`src/rtl/logic_cluster_pkg.sv`:
```
// Shared types and sizing helpers for the logic cluster.
// LOGIC_CLUSTER_CARRY_EN widens each BLE config word by one carry-mode bit.
package logic_cluster_pkg;

    typedef enum logic [1:0] {
        ST_IDLE = 2'd0,
        ST_LOAD = 2'd1,
        ST_RUN  = 2'd2
    } lc_state_e;

    function automatic int ble_w(input int k);
`ifdef LOGIC_CLUSTER_CARRY_EN
        return (1 << k) + 2;
`else
        return (1 << k) + 1;
`endif
    endfunction

    function automatic int cfg_bits(input int k, input int n);
        return n * ble_w(k);
    endfunction

endpackage

```
`src/rtl/logic_cluster_if.sv`:
```
// Bundle of the cluster's data, config-chain and carry signals.
// LOGIC_CLUSTER_CARRY_EN adds cin/cout.
interface logic_cluster_if
    import logic_cluster_pkg::*;
#(
    parameter int K = 4,
    parameter int N = 4
) ();
    // cfg_shift is a level qualifier, not a handshake: every high cycle moves one
    // bit of cfg_in into the chain, and the first low cycle ends the load.
    logic [N*K-1:0] lut_in;
    logic           ff_en;
    logic           cfg_shift;
    logic           cfg_in;
    logic           cfg_out;
    logic           cfg_done;
    logic           cfg_err;
    logic [N-1:0]   lc_out;
    lc_state_e      state;
`ifdef LOGIC_CLUSTER_CARRY_EN
    logic           cin;
    logic           cout;
`endif

    modport master (
        output lut_in, ff_en, cfg_shift, cfg_in,
`ifdef LOGIC_CLUSTER_CARRY_EN
        output cin,
        input  cout,
`endif
        input  cfg_out, cfg_done, cfg_err, lc_out, state
    );

    modport slave (
        input  lut_in, ff_en, cfg_shift, cfg_in,
`ifdef LOGIC_CLUSTER_CARRY_EN
        input  cin,
        output cout,
`endif
        output cfg_out, cfg_done, cfg_err, lc_out, state
    );

endinterface

```
`src/rtl/logic_cluster_ble.sv`:
```
// One basic logic element: K-input LUT, optional output register and,
// with LOGIC_CLUSTER_CARRY_EN, a propagate/generate carry cell.
module logic_cluster_ble
    import logic_cluster_pkg::*;
#(
    parameter int K = 4,
    parameter int W = ble_w(K)
) (
    input  logic         clk,
    input  logic         reset,
    input  logic [K-1:0] i_in,
    input  logic [W-1:0] i_cfg,
    input  logic         i_clr,
    input  logic         i_en,
`ifdef LOGIC_CLUSTER_CARRY_EN
    input  logic         i_cin,
    output logic         o_cout,
`endif
    output logic         o_out
);
    localparam int T = 1 << K;

    logic [T-1:0] w_table;
    logic         w_lut;
    logic         w_reg_sel;
    logic         w_d;
    logic         r_q;

    assign w_table   = i_cfg[T-1:0];
    assign w_lut     = w_table[i_in];
    assign w_reg_sel = i_cfg[T];

`ifdef LOGIC_CLUSTER_CARRY_EN
    logic w_carry_mode;
    assign w_carry_mode = i_cfg[T+1];
    // In carry mode the LUT supplies propagate; generate comes straight from input 0.
    assign w_d    = w_carry_mode ? (w_lut ^ i_cin) : w_lut;
    assign o_cout = w_carry_mode ? (w_lut ? i_cin : i_in[0]) : i_cin;
`else
    assign w_d = w_lut;
`endif

    always_ff @(posedge clk or posedge reset) begin
        if (reset) begin
            r_q <= 1'b0;
        end else if (i_clr) begin
            r_q <= 1'b0;
        end else if (i_en) begin
            r_q <= w_d;
        end
    end

    assign o_out = w_reg_sel ? r_q : w_d;

endmodule

```
`src/rtl/logic_cluster.sv`:
```
// Logic cluster top: N BLEs fed by a serial config shift chain and a
// load/run FSM that validates bitstream length. Optional LOGIC_CLUSTER_CARRY_EN.
module logic_cluster
    import logic_cluster_pkg::*;
#(
    parameter int K = 4,
    parameter int N = 4
) (
    input logic            clk,
    input logic            reset,
    logic_cluster_if.slave bus
);
    localparam int W        = ble_w(K);
    localparam int CFG_BITS = cfg_bits(K, N);
    localparam int CW       = $clog2(CFG_BITS + 2);
    localparam logic [CW-1:0] CNT_FULL = CW'(CFG_BITS);
    localparam logic [CW-1:0] CNT_SAT  = CW'(CFG_BITS + 1);

    lc_state_e            r_state;
    lc_state_e            w_state_next;
    logic [CW-1:0]        r_count;
    logic [CW-1:0]        w_count_next;
    logic                 r_cfg_err;
    logic                 w_err_next;
    logic                 w_clr;
    logic                 w_run;
    logic                 w_ble_en;
    logic [CFG_BITS-1:0]  r_chain;
    logic                 r_cfg_out;
    logic [N-1:0]         w_ble_out;

    always_ff @(posedge clk or posedge reset) begin
        if (reset) begin
            r_state   <= ST_IDLE;
            r_count   <= '0;
            r_cfg_err <= 1'b0;
        end else begin
            r_state   <= w_state_next;
            r_count   <= w_count_next;
            r_cfg_err <= w_err_next;
        end
    end

    // The counter reads 1 after the entry cycle because that cycle already shifts a bit.
    always_comb begin
        w_state_next = r_state;
        w_count_next = r_count;
        w_err_next   = 1'b0;
        w_clr        = 1'b0;
        case (r_state)
            ST_IDLE, ST_RUN: begin
                if (bus.cfg_shift) begin
                    w_state_next = ST_LOAD;
                    w_count_next = CW'(1);
                    w_clr        = 1'b1;
                end
            end
            ST_LOAD: begin
                if (bus.cfg_shift) begin
                    w_count_next = (r_count == CNT_SAT) ? CNT_SAT : r_count + CW'(1);
                end else if (r_count == CNT_FULL) begin
                    w_state_next = ST_RUN;
                end else begin
                    w_state_next = ST_IDLE;
                    w_err_next   = 1'b1;
                end
            end
            default: begin
                w_state_next = ST_IDLE;
            end
        endcase
    end

    always_ff @(posedge clk or posedge reset) begin
        if (reset) begin
            r_chain   <= '0;
            r_cfg_out <= 1'b0;
        end else begin
            if (bus.cfg_shift) begin
                r_chain <= {bus.cfg_in, r_chain[CFG_BITS-1:1]};
            end
            r_cfg_out <= r_chain[0];
        end
    end

    assign w_run    = (r_state == ST_RUN);
    assign w_ble_en = w_run && bus.ff_en;

`ifdef LOGIC_CLUSTER_CARRY_EN
    logic [N:0] w_carry;
    assign w_carry[0] = bus.cin;
    assign bus.cout   = w_run ? w_carry[N] : 1'b0;
`endif

    for (genvar gi = 0; gi < N; gi++) begin : g_ble
        logic_cluster_ble #(
            .K (K),
            .W (W)
        ) u_ble (
            .clk    (clk),
            .reset  (reset),
            .i_in   (bus.lut_in[gi*K +: K]),
            .i_cfg  (r_chain[gi*W +: W]),
            .i_clr  (w_clr),
            .i_en   (w_ble_en),
`ifdef LOGIC_CLUSTER_CARRY_EN
            .i_cin  (w_carry[gi]),
            .o_cout (w_carry[gi+1]),
`endif
            .o_out  (w_ble_out[gi])
        );
    end

    assign bus.lc_out   = w_run ? w_ble_out : '0;
    assign bus.cfg_out  = r_cfg_out;
    assign bus.cfg_done = w_run;
    assign bus.cfg_err  = r_cfg_err;
    assign bus.state    = r_state;

endmodule

```
`src/flat_wrapper.sv`:
```
// flat-port wrapper written by rule: the top's interface ports become plain ports
module logic_cluster_flat import logic_cluster_pkg::*;
#(
    parameter int K = 4,
    parameter int N = 4
)
  (clk, reset, bus_lut_in, bus_ff_en, bus_cfg_shift, bus_cfg_in, bus_cfg_out, bus_cfg_done, bus_cfg_err, bus_lc_out, bus_state);
  logic_cluster_if #(.K(K), .N(N)) bus_i ();
  input logic clk;
  input logic reset;
  input wire logic [$bits(bus_i.lut_in)-1:0] bus_lut_in;
  input wire logic [$bits(bus_i.ff_en)-1:0] bus_ff_en;
  input wire logic [$bits(bus_i.cfg_shift)-1:0] bus_cfg_shift;
  input wire logic [$bits(bus_i.cfg_in)-1:0] bus_cfg_in;
  output wire logic [$bits(bus_i.cfg_out)-1:0] bus_cfg_out;
  output wire logic [$bits(bus_i.cfg_done)-1:0] bus_cfg_done;
  output wire logic [$bits(bus_i.cfg_err)-1:0] bus_cfg_err;
  output wire logic [$bits(bus_i.lc_out)-1:0] bus_lc_out;
  output wire logic [$bits(bus_i.state)-1:0] bus_state;
  assign bus_i.lut_in = bus_lut_in;
  assign bus_i.ff_en = bus_ff_en;
  assign bus_i.cfg_shift = bus_cfg_shift;
  assign bus_i.cfg_in = bus_cfg_in;
  assign bus_cfg_out = bus_i.cfg_out;
  assign bus_cfg_done = bus_i.cfg_done;
  assign bus_cfg_err = bus_i.cfg_err;
  assign bus_lc_out = bus_i.lc_out;
  assign bus_state = bus_i.state;
  logic_cluster #(.K(K), .N(N)) u_core (.clk(clk), .reset(reset), .bus(bus_i));
endmodule
```
`config.mk`:
```
export PLATFORM = sky130hd
export DESIGN_NAME = logic_cluster_flat
export DESIGN_NICKNAME = d
export VERILOG_FILES = /design/src/rtl/logic_cluster_pkg.sv /design/src/rtl/logic_cluster_if.sv /design/src/rtl/logic_cluster_ble.sv /design/src/rtl/logic_cluster.sv /design/src/flat_wrapper.sv
export SDC_FILE = /design/constraint.sdc
export NUM_CORES = 1
export LEC_CHECK = 0
export CAP_MARGIN = 20
export CORE_ASPECT_RATIO = 1.4
export CORE_UTILIZATION = 50
export CTS_CLUSTER_SIZE = 12
export DETAILED_ROUTE_END_ITERATION = 7
export GPL_ROUTABILITY_DRIVEN = 0
export PLACE_DENSITY = 0.82
export SYNTH_ARGS = -nofsm -noshare
export SYNTH_HDL_FRONTEND = slang
export SYNTH_SLANG_ARGS = --single-unit
```
`constraint.sdc`:
```
create_clock -name clk -period 2.6 [get_ports clk]
set_clock_uncertainty 0.1 [all_clocks]
set_input_delay 0.39 -clock clk [delete_from_list [all_inputs] [get_ports clk]]
set_output_delay 0.39 -clock clk [all_outputs]
set_load 0.02 [all_outputs]
```
* Word level (Yosys, flattened, before mapping)
Cells that the tools add are included.
** Cells by class
- Add/sub/neg operators :: 1
- Magnitude comparators :: 4
- Equal/unequal tests :: 7
- Mux-type cells :: 34
- Reductions and logical operators :: 7
** Operators by type and width (count)
- 1-bit two-way mux :: 21
- 7-bit two-way mux :: 3
- 4-bit by 5-bit less-than comparator with 1-bit output (second input constant) :: 4
- 1-bit binary-select mux with 4-bit select :: 4
- 7-bit equality test (second input constant) :: 2
- 7-bit one-hot mux with 2 select lines :: 1
- 7-bit by 1-bit adder with 7-bit output (second input constant) :: 1
- 2-bit two-way mux :: 3
- 2-bit != test (second input constant) :: 3
- 4-bit two-way mux :: 1
- 2-bit one-hot mux with 2 select lines :: 1
- 2-bit nonzero test :: 2
- 3-bit AND reduction :: 1
- 2-bit by 1-bit equality test with 1-bit output (second input constant) :: 1
- 2-bit equality test (second input constant) :: 1
- 2-bit logical NOT :: 1
- 2-bit AND reduction :: 1
- 2-bit OR reduction :: 1
- 1-bit logical AND :: 1
** Storage, ports and cells
- Flip-flop bits (word level) :: 83
- Logic and storage cells :: 62

* Logic depth before layout (Yosys ltp)
Gate-level depths: netlist of run 1.
- Depth after elaboration :: 4
- Mapped depth :: 5

* Hierarchy
Synthesis of run 1 repeated with hierarchy kept, for this count alone.
** Unflattened totals
- Cell total of the unflattened synthesis :: 275
- Area, all modules :: 3997.6 µm²
** Modules (own cells, without submodules)
- logic_cluster :: times used 1, cells an instance 211, area each 3166.8 µm², seq. area each 1976.9 µm²
- logic_cluster_ble :: times used 4, cells an instance 16, area each 207.7 µm², seq. area each 25.0 µm²

* Least setup slack after synthesis of run 1
OpenSTA, ideal clock, no wires.
- Path type :: input -> output
- Start point :: in bus_lut_in[12]
- End point :: out bus_lc_out[3]
- Data arrival time :: 1.497 ns
- Required time :: 2.110 ns
- Path slack :: 0.613 ns
- Cell stages on the path :: 5
- Path through :: buf_6 -> mux4_2 -> nand2b_1 -> a22oi_1 -> a21oi_1
** On the way
- Cells in the longest elaborated chain, start to end :: 4
** Ends and longest elaborated chain
- from (decl) :: line flat_wrapper.sv:11 : input wire logic [$bits(bus_i.lut_in)-1:0] bus_lut_in;
- 1-bit binary-select mux with 4-bit select :: line logic_cluster_ble.sv:30 : assign w_lut = w_table[i_in];
- 1-bit two-way mux (implied by the code) :: line logic_cluster_ble.sv:30
- 1-bit two-way mux :: line logic_cluster_ble.sv:53 : assign o_out = w_reg_sel ? r_q : w_d;
- 4-bit two-way mux :: line logic_cluster.sv:114 : assign bus.lc_out = w_run ? w_ble_out : '0;
- to (decl) :: line flat_wrapper.sv:18 : output wire logic [$bits(bus_i.lc_out)-1:0] bus_lc_out;
Every way passes these cells. The select of a mux whose other input is x is not followed.

* Final worst setup path of run 1
- Start point :: in bus_lut_in[14]
- End point :: out bus_lc_out[3]
The elaborated chain is that of the path after synthesis.

==> results of run 1 <==
-- cells by family (layout without fill, tap and decap cells) --
| logic type | count (synthesis) | count (layout) | synth area share, % |
|---|---|---|---|
| buffers and inverters | 30 | 81 | 3.987 |
| DFF | 83 | 83 | 52.53 |
| adders and majority gates | 3 | 3 | 0.9495 |
| and+or+nand+nor | 42 | 42 | 5.823 |
| AOI/OAI and AO/OA | 41 | 41 | 7.279 |
| muxes | 94 | 94 | 29.43 |
-- flip-flops by register name (all words and copies together), names as in the netlist --
name,flops
u_core.bus.cfg_err,1
u_core.bus.state,2
u_core.g_ble.u_ble.r_q,4
u_core.r_chain,68
u_core.r_count,7
u_core.bus.cfg_out,1
-- metrics by stage --
step           std cells  hold WS [ps]  utilization (%)  setup WS, ps
2_1_floorplan        293         263.3                -         613.4
3_3_place_gp         430         288.8            57.75        -416.9
3_5_place_dp         430         297.0            57.75        -436.5
4_1_cts              444         314.0            60.75         15.67
5_1_grt              444         324.8            60.85         13.08
6_report             444         308.2            60.85         74.06
-- cell usage in the layout (no fill, tap or decap), types with 8 or more instances in the layout --
cell and instances:
dfrtp_1 83, nor2_1 10, clkdlybuf4s50_1 20, a21oi_1 8, clkbuf_8 10, inv_1 15
buf_4 21, mux2_2 80, nand2_1 12
-- per-layer routing --
layer | vias to the layer above | wire length [um]
met4 | 0 | 150
met2 | 54 | 3632
met3 | 16 | 191
li1 | 1172 | -
met5 | - | 0
met1 | 1272 | 3162
-- worst paths after layout --
path | from | endpoint | slack, ps
max in group asynchronous | reset | u_core.bus.cfg_out | 1400
min reg2reg | u_core.r_chain[0] | u_core.bus.cfg_out | 310
min | u_core.r_chain[0] | u_core.bus.cfg_out | 310
max reg2reg | u_core.r_count[1] | u_core.r_count[3] | 800
min in group asynchronous | reset | u_core.r_chain[37] | 350
max | bus_lut_in[14] | bus_lc_out[3] | 70
-- repair_timing --
item / in CTS / in global routing
gates resized for setup: 9 / 7
setup buffers: 0 / 0
hold endpoints to repair: 0 / 0
setup endpoints to repair: 4 / 3
-- power by group --
group | internal [W] | switching, W | leakage (nW) | total (W)
logic | 0.000338 | 0.000209 | 1.01 | 0.000546
registers | 0.00150 | 0.000175 | 1.11 | 0.00168
clock network | 0.000657 | 0.000447 | 0.119 | 0.00110
-- cell type report --
class / count / area [sq um] / share of cell area, %
clock buffer: 10 / 137.6 / 2.936
clock inverter: 4 / 98.84 / 2.109
inverter: 16 / 63.81 / 1.361
multi-input combinational: 180 / 1730 / 36.92
sequential: 83 / 2077 / 44.31
tap: 100 / 125.1 / 2.670
timing repair buffer: 51 / 454.2 / 9.690
==> impl_metrics.py, run 1 <==
metrics = {
    "run_status": {
        "outcome": "completed",
    },
    "critical_path": {
        "cp-start-kind": "input port",
        "crit_type": "input port to output pin",
        "path_cells": "clkdlybuf4s50_1 -> nor2b_1 -> a221oi_1 -> a22oi_2 -> a21oi_1 -> clkdlybuf4s15_1",
        "worstSetupEndpointType": "output pin",
        "cpPeakStageDelay_ps": 470,
        "cp_num_cells": 6,
        "crit_required_ps": 2110,
        "cp_top_family": "buffers and inverters",
        "worst-path-buf-inv": 2,
        "rr_worst_depth": 5,
        "crit_fanout": 4,
        "slowest_stage": "clkdlybuf4s50_1",
        "arrival_ps": 2040,
    },
    "pwr": {
        "p_total_w": 0.003327,
        "cellPowerDensity_nw_per_um2": 709.8,
        "leakage_nw": 2.234,
        "peakVddDrop_mv": 0.5759,
    },
    "place": {
        "io_buffers": 29,
        "hpwl_mm": 4.971,
        "place_area_sq_um": 4448,
    },
    "clock_tree": {
        "clk_latency_ps": 360,
        "clkTransAtPathRegs_ps": 70,
        "cts_tree": "done",
        "cts_buffers": 9,
        "max-clock-path-buffers": 2,
        "htree_levels": 3,
        "hold_buffers": 0,
        "cts-root-buf": "clkbuf_8",
        "cts_sinks": 83,
    },
    "timing": {
        "worst_slew_pin_slew_ps": 596.0,
        "fmax_mhz": 395.9,
        "hold_viol": 0,
        "final_max_slew_viol_count": 0,
        "maxSlewHeadroom_pct": 60.18,
        "fin_crit_sh_pct": 97.15,
        "rsz0062_at_grt": "no",
        "min_period_ps": 2526,
        "setup_viol": 0,
        "setup_tns_ps": 0,
    },
    "routing": {
        "via_count": 2514,
        "drt_iter0_markers": 185,
        "wl_per_cell_um": 16.07,
        "drtAntennaViolNets": 0,
        "firstDrtPassIters": 4,
        "routed_wl_mm": 7.137,
        "drc": 0,
        "viasPerCell": 5.662,
    },
    "floorplanning": {
        "io_pins": 30,
        "core_sq_um": 7702,
        "die_w_um": 77.16,
        "rows": 38,
        "fp.dieH_um": 107.2,
        "start_util_pct": 51.33,
        "fp.dieArea_sq_um": 8272,
    },
    "logic_synthesis": {
        "yosysWarnings": 0,
        "yosysTopAreaCellShare_pct": 52.53,
        "synthCells": 293,
        "synth.net_count": 317,
        "synth_common_cells": "dfrtp_1, mux2_2, inv_1",
        "syn_avg_cell_area_sq_um": 13.49,
        "synth_seq_cells": 83,
        "synth-edff-count": 0,
        "synth.area.top_cells": "dfrtp_1, mux2_2, mux4_1, mux2i_1, inv_1",
        "seq_area_frac_synth_pct": 52.53,
        "synthFlopType": "dfrtp_1",
        "yosysTopAreaCell": "dfrtp_1",
        "synthesis.area_sq_um": 3954,
        "postSynth.asyncResetShare_pct": 100.0,
        "synth.most_common_cell": "dfrtp_1",
        "yosysUniqueCellTypes": 40,
    },
    "global_routing": {
        "grt_pass1_vias": 2599,
        "use_met3_pct": 3.574,
        "grt_overflow_total": 0,
        "antenna_found_initial": 0,
        "grt_pass1_wl_mm": 12.13,
        "grt_max_degree": 44,
        "grt.total_usage_pct": 19.02,
        "gr-usage-met2_pct": 32.55,
        "grt.busiest_layer": "met2",
        "gr-usage-met1_pct": 23.48,
    },
    "final_layout": {
        "area_delta_synth_final_pct": 18.54,
        "final_layout_size_suffix_gt1_share_pct": 37.21,
        "n_antenna_cell": 0,
        "nNetsFinal": 365,
        "nFillCells": 598,
        "finalInstanceArea_sq_um": 4687,
    },
    "min_path": {
        "hp-class": "flop to flop",
        "holdPathStages": 0,
    },
    "job": {
        "max_cap_viol_count": 0,
    },
}
Note: power is estimated with default switching activity, not from simulation.
==> run 2: changes to the inputs <==
--- a/config.mk
+++ b/config.mk
@@ -5,7 +5,8 @@
 export SDC_FILE = /design/constraint.sdc
 export NUM_CORES = 1
 export LEC_CHECK = 0
-export CAP_MARGIN = 20
+export ABC_CLOCK_PERIOD_IN_PS = 2600
+export CAP_MARGIN = 40
 export CORE_ASPECT_RATIO = 1.4
 export CORE_UTILIZATION = 50
 export CTS_CLUSTER_SIZE = 12
==> results of run 2 <==
No change in the layout: final DEF, timing and power equal those of run 1.
